--- src/rtl/can_frame_sequencer.sv ---
// CAN frame sequencer: tracks field, bit position and bit-stuffing of received frames.
// Optional extended (29-bit) identifier support is enabled with `define CAN_EXT_ID_EN.
module can_frame_sequencer (
  input  logic       clock,
  input  logic       reset_n,
  input  logic       SP,
  input  logic       RX,
  input  logic       STF_ERR,
  output logic       F_STF,
  output logic       STUFF_BIT,
  output logic [3:0] FIELD,
  output logic [6:0] BIT_CNT,
  output logic       FRAME_DONE,
  output logic       FRAME_ERR
);

  localparam int unsigned FieldW     = 4;
  localparam int unsigned CntW       = 7;
  localparam int unsigned RunW       = 3;
  localparam int unsigned IdleW      = 4;
  localparam int unsigned DlcW       = 4;
  localparam int unsigned StuffRun   = 5;
  localparam int unsigned IdleRun    = 11;
  localparam int unsigned IdBaseLast = 10;
  localparam int unsigned IdExtLast  = 17;
  localparam int unsigned CtrlLast   = 2;
  localparam int unsigned DlcLast    = 3;
  localparam int unsigned CrcLast    = 14;
  localparam int unsigned EofLast    = 6;
  localparam int unsigned IfsLast    = 2;
  localparam int unsigned MaxBytes   = 8;

  typedef enum logic [FieldW-1:0] {
    F_IDLE    = 4'd0,
    F_SOF     = 4'd1,
    F_ID      = 4'd2,
    F_CTRL    = 4'd3,
    F_DLC     = 4'd4,
    F_DATA    = 4'd5,
    F_CRC     = 4'd6,
    F_CRC_DEL = 4'd7,
    F_ACK     = 4'd8,
    F_ACK_DEL = 4'd9,
    F_EOF     = 4'd10,
    F_IFS     = 4'd11,
    F_ERROR   = 4'd15
  } field_e;

  field_e            field_q, field_d, pos_f;
  logic [CntW-1:0]   cnt_q, cnt_d, pos_c;
  logic              f_stf_q, f_stf_d;
  logic              stuff_q, stuff_d;
  logic              done_q, done_d;
  logic              err_q, err_d;
  logic [RunW-1:0]   run_q, run_d;
  logic              run_val_q, run_val_d;
  logic [IdleW-1:0]  idle_cnt_q, idle_cnt_d;
  logic              idle_ok_q, idle_ok_d;
  logic [DlcW-1:0]   dlc_q, dlc_d;
  logic              rtr_q, rtr_d;
  logic              ext_q, ext_d;
  logic              idb_q, idb_d;
  logic              sof, go_err;
  logic [DlcW-1:0]   data_bytes;
  logic [CntW-1:0]   data_len;
  logic [CntW-1:0]   id_last;

  // Payload length in bits; remote frames carry no data regardless of DLC.
  always_comb begin
    data_bytes = '0;
    if (!rtr_q) data_bytes = (dlc_q > DlcW'(MaxBytes)) ? DlcW'(MaxBytes) : dlc_q;
    data_len = CntW'({data_bytes, 3'b000});
    id_last  = idb_q ? CntW'(IdExtLast) : CntW'(IdBaseLast);
  end

  always_comb begin
    field_d    = field_q;
    cnt_d      = cnt_q;
    f_stf_d    = f_stf_q;
    stuff_d    = stuff_q;
    done_d     = 1'b0;
    err_d      = 1'b0;
    run_d      = run_q;
    run_val_d  = run_val_q;
    idle_cnt_d = idle_cnt_q;
    idle_ok_d  = idle_ok_q;
    dlc_d      = dlc_q;
    rtr_d      = rtr_q;
    ext_d      = ext_q;
    idb_d      = idb_q;
    pos_f      = field_q;
    pos_c      = cnt_q;
    sof        = 1'b0;
    go_err     = 1'b0;

    if (SP) begin
      if (!f_stf_q && !STF_ERR) begin
        go_err = 1'b1;
      end else if (!f_stf_q && run_q == RunW'(StuffRun)) begin
        stuff_d   = 1'b1;
        run_d     = RunW'(1);
        run_val_d = RX;
      end else begin
        stuff_d = 1'b0;
        if (!f_stf_q) begin
          if (RX == run_val_q) begin
            run_d = run_q + RunW'(1);
          end else begin
            run_d     = RunW'(1);
            run_val_d = RX;
          end
        end

        if (field_q == F_ERROR) begin
          if (RX) begin
            if (idle_cnt_q == IdleW'(IdleRun - 1)) begin
              pos_f      = F_IDLE;
              pos_c      = '0;
              idle_ok_d  = 1'b1;
              idle_cnt_d = IdleW'(IdleRun);
            end else begin
              idle_cnt_d = idle_cnt_q + IdleW'(1);
            end
          end else begin
            idle_cnt_d = '0;
          end
        end else if (field_q == F_IDLE || (field_q == F_IFS && cnt_q == CntW'(IfsLast))) begin
          // Bus idle: wait for enough recessive bits, then a dominant bit is SOF
          if (RX) begin
            pos_f = F_IDLE;
            pos_c = '0;
            if (idle_cnt_q != IdleW'(IdleRun)) idle_cnt_d = idle_cnt_q + IdleW'(1);
            if (idle_cnt_q >= IdleW'(IdleRun - 1)) idle_ok_d = 1'b1;
          end else if (idle_ok_q) begin
            sof = 1'b1;
          end else begin
            pos_f      = F_IDLE;
            pos_c      = '0;
            idle_cnt_d = '0;
          end
        end else begin
          case (field_q)
            F_SOF: begin
              pos_f = F_ID;
              pos_c = '0;
            end
            F_ID: begin
              if (cnt_q < id_last) begin
                pos_c = cnt_q + CntW'(1);
              end else begin
                pos_f = F_CTRL;
                pos_c = '0;
              end
            end
            F_CTRL: begin
              if (cnt_q == CntW'(1) && ext_q && !idb_q) begin
                pos_f = F_ID;
                pos_c = '0;
                idb_d = 1'b1;
              end else if (cnt_q < CntW'(CtrlLast)) begin
                pos_c = cnt_q + CntW'(1);
              end else begin
                pos_f = F_DLC;
                pos_c = '0;
              end
            end
            F_DLC: begin
              if (cnt_q < CntW'(DlcLast)) begin
                pos_c = cnt_q + CntW'(1);
              end else begin
                pos_f = (data_len == '0) ? F_CRC : F_DATA;
                pos_c = '0;
              end
            end
            F_DATA: begin
              if (cnt_q < data_len - CntW'(1)) begin
                pos_c = cnt_q + CntW'(1);
              end else begin
                pos_f = F_CRC;
                pos_c = '0;
              end
            end
            F_CRC: begin
              if (cnt_q < CntW'(CrcLast)) begin
                pos_c = cnt_q + CntW'(1);
              end else begin
                pos_f = F_CRC_DEL;
                pos_c = '0;
              end
            end
            F_CRC_DEL: begin
              pos_f = F_ACK;
              pos_c = '0;
            end
            F_ACK: begin
              pos_f = F_ACK_DEL;
              pos_c = '0;
            end
            F_ACK_DEL: begin
              pos_f = F_EOF;
              pos_c = '0;
            end
            F_EOF: begin
              if (cnt_q < CntW'(EofLast)) begin
                pos_c = cnt_q + CntW'(1);
              end else begin
                pos_f = F_IFS;
                pos_c = '0;
              end
            end
            F_IFS: pos_c = cnt_q + CntW'(1);
            default: begin
              pos_f = F_IDLE;
              pos_c = '0;
            end
          endcase

          // Interpret the sampled bit according to its position
          case (pos_f)
            F_CTRL: begin
              if (pos_c == '0) rtr_d = RX;
              if (pos_c == CntW'(1) && !idb_q && RX) begin
`ifdef CAN_EXT_ID_EN
                ext_d = 1'b1;
`else
                go_err = 1'b1;
`endif
              end
            end
            F_DLC: dlc_d = {dlc_q[DlcW-2:0], RX};
            F_CRC_DEL: begin
              f_stf_d = 1'b1;
              if (!RX) go_err = 1'b1;
            end
            F_ACK_DEL: if (!RX) go_err = 1'b1;
            F_EOF: begin
              if (!RX) go_err = 1'b1;
              else if (pos_c == CntW'(EofLast)) done_d = 1'b1;
            end
            F_IFS: begin
              if (pos_c == CntW'(IfsLast)) begin
                if (RX) idle_ok_d = 1'b1;
                else    sof = 1'b1;
              end
            end
            default: ;
          endcase
        end
      end

      field_d = pos_f;
      cnt_d   = pos_c;

      if (sof) begin
        field_d    = F_SOF;
        cnt_d      = '0;
        f_stf_d    = 1'b0;
        run_d      = RunW'(1);
        run_val_d  = 1'b0;
        idle_cnt_d = '0;
        idle_ok_d  = 1'b0;
        dlc_d      = '0;
        rtr_d      = 1'b0;
        ext_d      = 1'b0;
        idb_d      = 1'b0;
      end

      if (go_err) begin
        field_d    = F_ERROR;
        cnt_d      = '0;
        f_stf_d    = 1'b1;
        stuff_d    = 1'b0;
        done_d     = 1'b0;
        err_d      = 1'b1;
        idle_cnt_d = '0;
        idle_ok_d  = 1'b0;
      end
    end
  end

  always_ff @(posedge clock or negedge reset_n) begin
    if (!reset_n) begin
      field_q    <= F_IDLE;
      cnt_q      <= '0;
      f_stf_q    <= 1'b1;
      stuff_q    <= 1'b0;
      done_q     <= 1'b0;
      err_q      <= 1'b0;
      run_q      <= '0;
      run_val_q  <= 1'b1;
      idle_cnt_q <= '0;
      idle_ok_q  <= 1'b0;
      dlc_q      <= '0;
      rtr_q      <= 1'b0;
      ext_q      <= 1'b0;
      idb_q      <= 1'b0;
    end else begin
      field_q    <= field_d;
      cnt_q      <= cnt_d;
      f_stf_q    <= f_stf_d;
      stuff_q    <= stuff_d;
      done_q     <= done_d;
      err_q      <= err_d;
      run_q      <= run_d;
      run_val_q  <= run_val_d;
      idle_cnt_q <= idle_cnt_d;
      idle_ok_q  <= idle_ok_d;
      dlc_q      <= dlc_d;
      rtr_q      <= rtr_d;
      ext_q      <= ext_d;
      idb_q      <= idb_d;
    end
  end

  assign FIELD      = field_q;
  assign BIT_CNT    = cnt_q;
  assign F_STF      = f_stf_q;
  assign STUFF_BIT  = stuff_q;
  assign FRAME_DONE = done_q;
  assign FRAME_ERR  = err_q;

endmodule

--- config.mk ---
export PLATFORM = sky130hd
export DESIGN_NAME = can_frame_sequencer
export DESIGN_NICKNAME = d
export VERILOG_FILES = /design/src/rtl/can_frame_sequencer.sv
export SDC_FILE = /design/constraint.sdc
export NUM_CORES = 1
export LEC_CHECK = 0
export CORE_ASPECT_RATIO = 1.1
export CORE_MARGIN = 2
export CORE_UTILIZATION = 35
export DETAILED_ROUTE_END_ITERATION = 7
export SKIP_CTS_REPAIR_TIMING = 1
export SYNTH_ARGS = -nofsm -noshare
export SYNTH_HDL_FRONTEND = slang
export SYNTH_SLANG_ARGS = --single-unit
--- constraint.sdc ---
create_clock -name clock -period 4.05 [get_ports clock]
set_input_delay 0.81 -clock clock [delete_from_list [all_inputs] [get_ports clock]]
set_output_delay 0.81 -clock clock [all_outputs]
set_load 0.005 [all_outputs]
==> run_results.csv, run 1 <==
group,metric,value,unit
status,status,"completed",
clock_tree,cts_tree,"built",
placed_design,dp_hpwl,4531,µm
synthesis,ys_warn_count,0,
synthesis,netlist_area,2427,µm²
global_routing,grt_use_total,17.37,%
synthesis,synthMuxAreaShare,2.732,%
synthesis,seq_area_frac_synth,30.00,%
critical_path,crit_buf_inv,0,
final_layout,syn_to_final_growth,14.69,%
clock_tree,clock_latency,300,ps
flow_run,max_cap_viol_count,0,
critical_path,critical_path_class,"flop to flop",
global_routing,grt_pass1_wl,10670,µm
floorplanning,die-area,7618,µm²
route,drtPass1Iterations,5,
critical_path,cpPeakStageDelay,540,ps
sta,drv_slew,0,
final_layout,drive_gt1_share,11.18,%
critical_path,crit_slowest_cell,"a2111o_1",
placed_design,place_ws,439.3,ps
clock_tree,clkTransAtPathRegs,60,ps
route,viasPerCell,5.782,
synthesis,synth_edf_count,0,
final_layout,nets,328,
route,wl_per_cell,16.11,µm
route,drt_wl_total,6365,µm
synthesis,synthFlopType,"dfrtp_1",
sta,hold_viol,0,
sta,whs,502.7,ps
global_routing,grt_start_max_net_pins,30,
placed_design,place.gp.congestion,0.8857,
hold_path,hold_path_class,"flop to flop",
route,first_iter_violations,202,
synthesis,ys_ff_latch,29,
synthesis,synth_top_cell_by_area,"dfrtp_1",
synthesis,synth_xor_area_share,1.443,%
synthesis,yosysMostFrequentCell,"nand2_1",
sta,period_needed,3670,ps
sta,relSlewSlack,44.32,%
synthesis,synth_area_leaders,"dfrtp_1 (28%), nand2_1 (6.6%), ha_1 (5.7%)",
floorplanning,start_util,36.60,%
sta,min_period_over_period,90.61,%
synthesis,netlist_instances,298,
floorplanning,die_y,91.34,µm
sta,setup_viol,0,
final_layout,antenna_cells,0,
synthesis,async_flop_share,100.0,%
route,dr_total_vias,2284,
critical_path,cp-end-kind,"flop",
synthesis,ys_top_cells_by_count,"nand2_1 (43), nor2_1 (29), dfrtp_1 (27), o21ai_0 (13), nand3_1 (12)",
sta,layout_setup_ws,380.3,ps
floorplanning,fp.dieW,83.40,µm
synthesis,avgSynthCellArea,8.145,µm²
global_routing,antenna_found_initial,0,
pwr,worst_ir_drop_vdd,233.5,µV
clock_tree,numCtsBuffers,5,
critical_path,cp_cell_sequence,"nor2_1 > nand2_1 > ha_1 > xor2_1 > ha_1 > nand2_1 > o21ai_0 > o21ai_0 > nand3b_2 > xor2_1 > a2111o_1 > a21oi_4 > nand3_4 > o211ai_2",
floorplanning,pin_count,20,
final_layout,nFillCells,681,
clock_tree,clock-root-buffer,"clkbuf_8",
synthesis,synth-compound-area-share,24.23,%
pwr,power_density,635.6,nW/µm²
critical_path,crit_required,4260,ps
placed_design,io_buffers,19,
route,drc,0,
sta,max_freq,272.5,MHz
clock_tree,cts_sinks,29,
global_routing,grt_pass1_vias,2178,
route,antenna_left,0,
synthesis,synth_cell_types,64,
clock_tree,cts.path.max_buffers,2,
global_routing,grt-ovfl-total,0,
clock_tree,h-tree-depth,2,
critical_path,cpLargestDelayFamily,"compound AO/OA/AOI/OAI gates",
critical_path,cp_max_fo,10,
synthesis,synthSimpleGateAreaFrac,30.98,%
sta,worst_slew_pin_slew,814.1,ps
critical_path,arrival,3880,ps
floorplanning,rows,31,
synthesis,yosys.area_share.adder,5.670,%
critical_path,crit_path_start_kind,"flop",
synthesis,synth_nets,314,
floorplanning,coreArea,6633,µm²
sta,finalClockSkew,11.97,ps
pwr,p_leak,1.150,nW
synthesis,synthDominantCellAreaShare,27.84,%
sta,rsz0062_at_grt,"false",
sta,finalSetupTns,0,ps
synthesis,synth_top_family_by_area,"simple AND/OR/NAND/NOR gates",
## where the power goes
part,internal (mW),total (mW),switching (mW)
combinational,0.396,0.910,0.514
sequential,0.379,0.535,0.156
clock,0.200,0.325,0.125
total,0.975,1.77,0.795
## layout by cell type (no fill, tap or decap), types with 4 or more instances in the layout
master / Yosys / routed
ha_1: 11 / 11
o21ai_1: 7 / 7
o21ai_0: 13 / 13
and2_1: 4 / 4
nor2b_1: 8 / 8
clkdlybuf4s50_1: 0 / 19
o211ai_2: 5 / 5
inv_1: 11 / 11
o31ai_1: 8 / 8
nand2b_1: 6 / 6
clkbuf_8: 0 / 6
a21oi_1: 11 / 11
mux2_2: 5 / 5
nand2_1: 43 / 43
and3_1: 7 / 7
nand3_1: 12 / 12
nor2_1: 29 / 29
nand4_1: 6 / 6
dfrtp_1: 27 / 27
nor3_1: 7 / 7
## cell families (layout without fill, tap and decap cells)
logic type               after synthesis  after routing
adder cells (fa/ha/maj)               11             11
buffers and inverters                 26             41
AND/OR/NAND/NOR                      143            143
XOR/XNOR                               4              4
flip-flops                            29             29
multiplexers                           6              6
AO/OA/AOI/OAI                         79             79
## final cells by class
class                           instances  area [µm²]  area share [%]
Clock buffer                            6       82.58           2.966
Clock inverter                          2       37.54           1.348
Multi-Input combinational cell        243        1579           56.72
Inverter                               11       41.29           1.483
Timing Repair Buffer                   22       212.7           7.640
Tap cell                               82       102.6           3.685
Sequential cell                        29       728.2           26.16
## path summary, 6_finish.rpt
| kind | slack, ps | to | cells past startpoint | start |
|---|---|---|---|---|
| max | 380 | BIT_CNT[6] | 14 | dlc_q[3] |
| min | 500 | run_val_q | 2 | run_val_q |
| max reg2reg | 380 | BIT_CNT[6] | 14 | dlc_q[3] |
| min reg2reg | 500 | run_val_q | 2 | run_val_q |
| max in group asynchronous | 2820 | F_STF | 2 | reset_n |
| min in group asynchronous | 910 | idle_ok_q | 2 | reset_n |
## state kept, by name, indices dropped and copies added (netlist names), 3 cells and up
signal and count:
BIT_CNT 7, FIELD 4, dlc_q 4, idle_cnt_q 4, run_q 3
## worst reg2reg max path, cell delays in order, from the launching register on
cell	delay [ps]
dfrtp_1	390
nor2_1	190
nand2_1	130
ha_1	200
xor2_1	160
ha_1	290
nand2_1	50
o21ai_0	190
o21ai_0	160
nand3b_2	320
xor2_1	190
a2111o_1	540
a21oi_4	400
nand3_4	200
o211ai_2	200
## metrics by stage
| step | total power, mW | util (%) | area [µm²] | cells |
|---|---|---|---|---|
| after global placement | 1.433 | 40.16 | 2664 | 387 |
| after floorplan | 1.179 | - | 2427 | 298 |
| final | 1.769 | 41.97 | 2784 | 395 |
| after global routing | 1.915 | 41.97 | 2784 | 395 |
| after detailed placement | 1.439 | 40.16 | 2664 | 387 |
| after CTS | 1.772 | 41.97 | 2784 | 395 |
## layer usage
layer / wire (µm) / GRT usage, % / part of all wire, %
met5: 0 / 0 / 0
met3: 314 / 2.909 / 4.9
met2: 2980 / 28.09 / 47
met1: 2968 / 23.40 / 47
met4: 102 / 6.148 / 1.6
Power figures use the tool's default switching activity.
==> inputs of run 2 (changes only) <==
Settings changed: ABC_AREA from default to 1, TNS_END_PERCENT from default to 20.
==> run_results.csv, run 2 <==
group,metric,value,unit
sta,worst_slew_pin_slew,779.3,ps
sta,setup_viol,0,
clock_tree,cts.path.max_buffers,2,
final_layout,largest_reg_flops,7,
synthesis,synthSimpleGateAreaFrac,45.66,%
route,antenna_left,0,
critical_path,critical_path_class,"flop to flop",
critical_path,crit_buf_inv,0,
global_routing,grt-ovfl-total,0,
global_routing,grt_use_total,17.36,%
critical_path,arrival,3420,ps
floorplanning,coreArea,7047,µm²
global_routing,grt_pass1_wl,10980,µm
synthesis,ys_top_cells_by_count,"nand2_1 (117), nor2_1 (50), nand3_1 (47), inv_1 (40), dfrtp_1 (27)",
synthesis,synthMuxAreaShare,0,%
global_routing,use_met2,29.30,%
synthesis,synth_area_leaders,"dfrtp_1 (27%), nand2_1 (17%), nand3_1 (9.2%)",
synthesis,yosys.area_share.adder,5.400,%
global_routing,grt_start_max_net_pins,30,
sta,finalClockSkew,8.329,ps
final_layout,nFillCells,786,
sta,layout_setup_ws,795.3,ps
final_layout,nets,429,
synthesis,synthDominantCellAreaShare,26.51,%
hold_path,hold_path_class,"flop to flop",
synthesis,synth_top_cell_by_area,"dfrtp_1",
route,drtPass1Iterations,6,
pwr,power_density,599.6,nW/µm²
synthesis,synth_cell_types,36,
synthesis,ys_warn_count,0,
final_layout,layout_commonest_cell,"nand2_1",
placed_design,dp_hpwl,5077,µm
sta,whs,470.6,ps
sta,rsz0062_at_grt,"false",
final_layout,regArea,728.2,µm²
critical_path,cp-end-kind,"flop",
global_routing,gr-usage-met3,2.736,%
clock_tree,cts_tree,"built",
critical_path,cp_cell_sequence,"nor2_1 > nand2_1 > ha_1 > xor2_1 > ha_1 > nand2_1 > nor2_1 > nand2_1 > nand4_1 > nand3_2 > o21ai_1 > nand4_1 > nand2_2 > nand2_2 > nand3_1 > nand2_1 > nand3_1 > nand2_1",
sta,hold_viol,0,
synthesis,synth_top_family_by_area,"simple AND/OR/NAND/NOR gates",
placed_design,place_ws,834.2,ps
floorplanning,die-area,7982,µm²
clock_tree,h-tree-depth,2,
critical_path,crit_slowest_cell,"dfrtp_1",
synthesis,avgSynthCellArea,6.420,µm²
final_layout,syn_to_final_growth,11.98,%
route,drc,0,
floorplanning,die_y,93.50,µm
route,first_iter_violations,129,
clock_tree,clock-root-buffer,"clkbuf_8",
synthesis,yosysMostFrequentCell,"nand2_1",
synthesis,async_flop_share,100.0,%
synthesis,netlist_instances,397,
sta,relSlewSlack,47.64,%
pwr,worst_ir_drop_vdd,266.3,µV
placed_design,io_buffers,19,
pwr,p_leak,1.450,nW
clock_tree,clock_latency,280,ps
final_layout,final_cell_mix,"nand2_1 (117), nor2_1 (50), nand3_1 (47)",
placed_design,placed_area,2764,µm²
final_layout,drive_gt1_share,11.59,%
critical_path,cp_max_fo,14,
sta,drv_slew,0,
flow_run,max_cap_viol_count,0,
synthesis,synth_edf_count,0,
floorplanning,start_util,36.17,%
synthesis,seq_area_frac_synth,28.57,%
critical_path,critPathMostFrequentCell,"nand2_1",
global_routing,gr-usage-met1,22.81,%
final_layout,utilization,40.50,%
global_routing,grt_pass1_vias,2326,
final_layout,instances_no_fill,499,
route,wl_per_cell,13.06,µm
critical_path,crit_required,4220,ps
clock_tree,numCtsBuffers,5,
clock_tree,clkTransAtPathRegs,70,ps
status,status,"completed",
critical_path,crit_path_start_kind,"flop",
placed_design,placedCellCount,491,
synthesis,synthFlopType,"dfrtp_1",
synthesis,netlist_area,2549,µm²
critical_path,cpPeakStageDelay,390,ps
sta,period_needed,3255,ps
critical_path,cpLargestDelayFamily,"simple AND/OR/NAND/NOR gates",
floorplanning,rows,32,
synthesis,ys_ff_latch,29,
sta,min_period_over_period,80.36,%
final_layout,antenna_cells,0,
synthesis,synth_nets,413,
synthesis,synth-compound-area-share,8.002,%
floorplanning,fp.dieW,85.37,µm
route,viasPerCell,5.056,
synthesis,synth_xor_area_share,1.375,%
global_routing,antenna_found_initial,0,
floorplanning,pin_count,20,
sta,max_freq,307.2,MHz
clock_tree,cts_sinks,29,
route,dr_total_vias,2523,
route,drt_wl_total,6517,µm
placed_design,place.gp.congestion,0.9377,
global_routing,busiest_layer,"met2",
final_layout,design_area,2854,µm²
sta,finalSetupTns,0,ps
pwr,p_total,1.711,mW
final_layout,multi_input_area,1540,µm²
==> run 2: area by class of cell <==
type | instances | share of cell area, %
Timing Repair Buffer | 20 | 6.927
Clock buffer | 8 | 3.157
Inverter | 51 | 6.708
Tap cell | 85 | 3.726
Multi-Input combinational cell | 306 | 53.97
Sequential cell | 29 | 25.52
==> run 2: path summary, 6_finish.rpt <==
| path | start | end | slack, ps | cells after the start |
|---|---|---|---|---|
| max in group asynchronous | reset_n | run_val_q | 2800 | 2 |
| min | run_val_q | run_val_q | 470 | 2 |
| max reg2reg | dlc_q[3] | idle_cnt_q[1] | 800 | 18 |
| max | dlc_q[3] | idle_cnt_q[1] | 800 | 18 |
| min reg2reg | run_val_q | run_val_q | 470 | 2 |
| min in group asynchronous | reset_n | BIT_CNT[6] | 920 | 2 |
==> run 2: kinds of logic (layout without fill, tap and decap cells) <==
family | count (synthesis) | in the layout
AO/OA/AOI/OAI | 34 | 34
XOR/XNOR | 4 | 4
adder cells (fa/ha/maj) | 11 | 11
buffers and inverters | 62 | 79
flip-flops | 29 | 29
AND/OR/NAND/NOR | 257 | 257
==> run 2: routing by layer <==
metal  part of all wire (%)  vias up
met3                    3.0        6
met2                     48       41
li1                       -     1307
met4                    1.1        0
met5                      0        -
met1                     48     1169
==> run 2: report_power, final <==
part	internal [mW]	leakage, nW	total, mW	switching, mW
combinational	0.357	1.03	0.973	0.616
clock	0.138	0.0455	0.246	0.107
sequential	0.381	0.378	0.492	0.111
total	0.877	1.45	1.71	0.835
==> run 2: worst register-to-register path: cells and delay by family, from the launching register on <==
kind            cells  cell delay [ps]
compound gates      1              240
xor+xnor            1              160
fa+ha+maj           2              490
flops               1              390
simple gates       14             1860
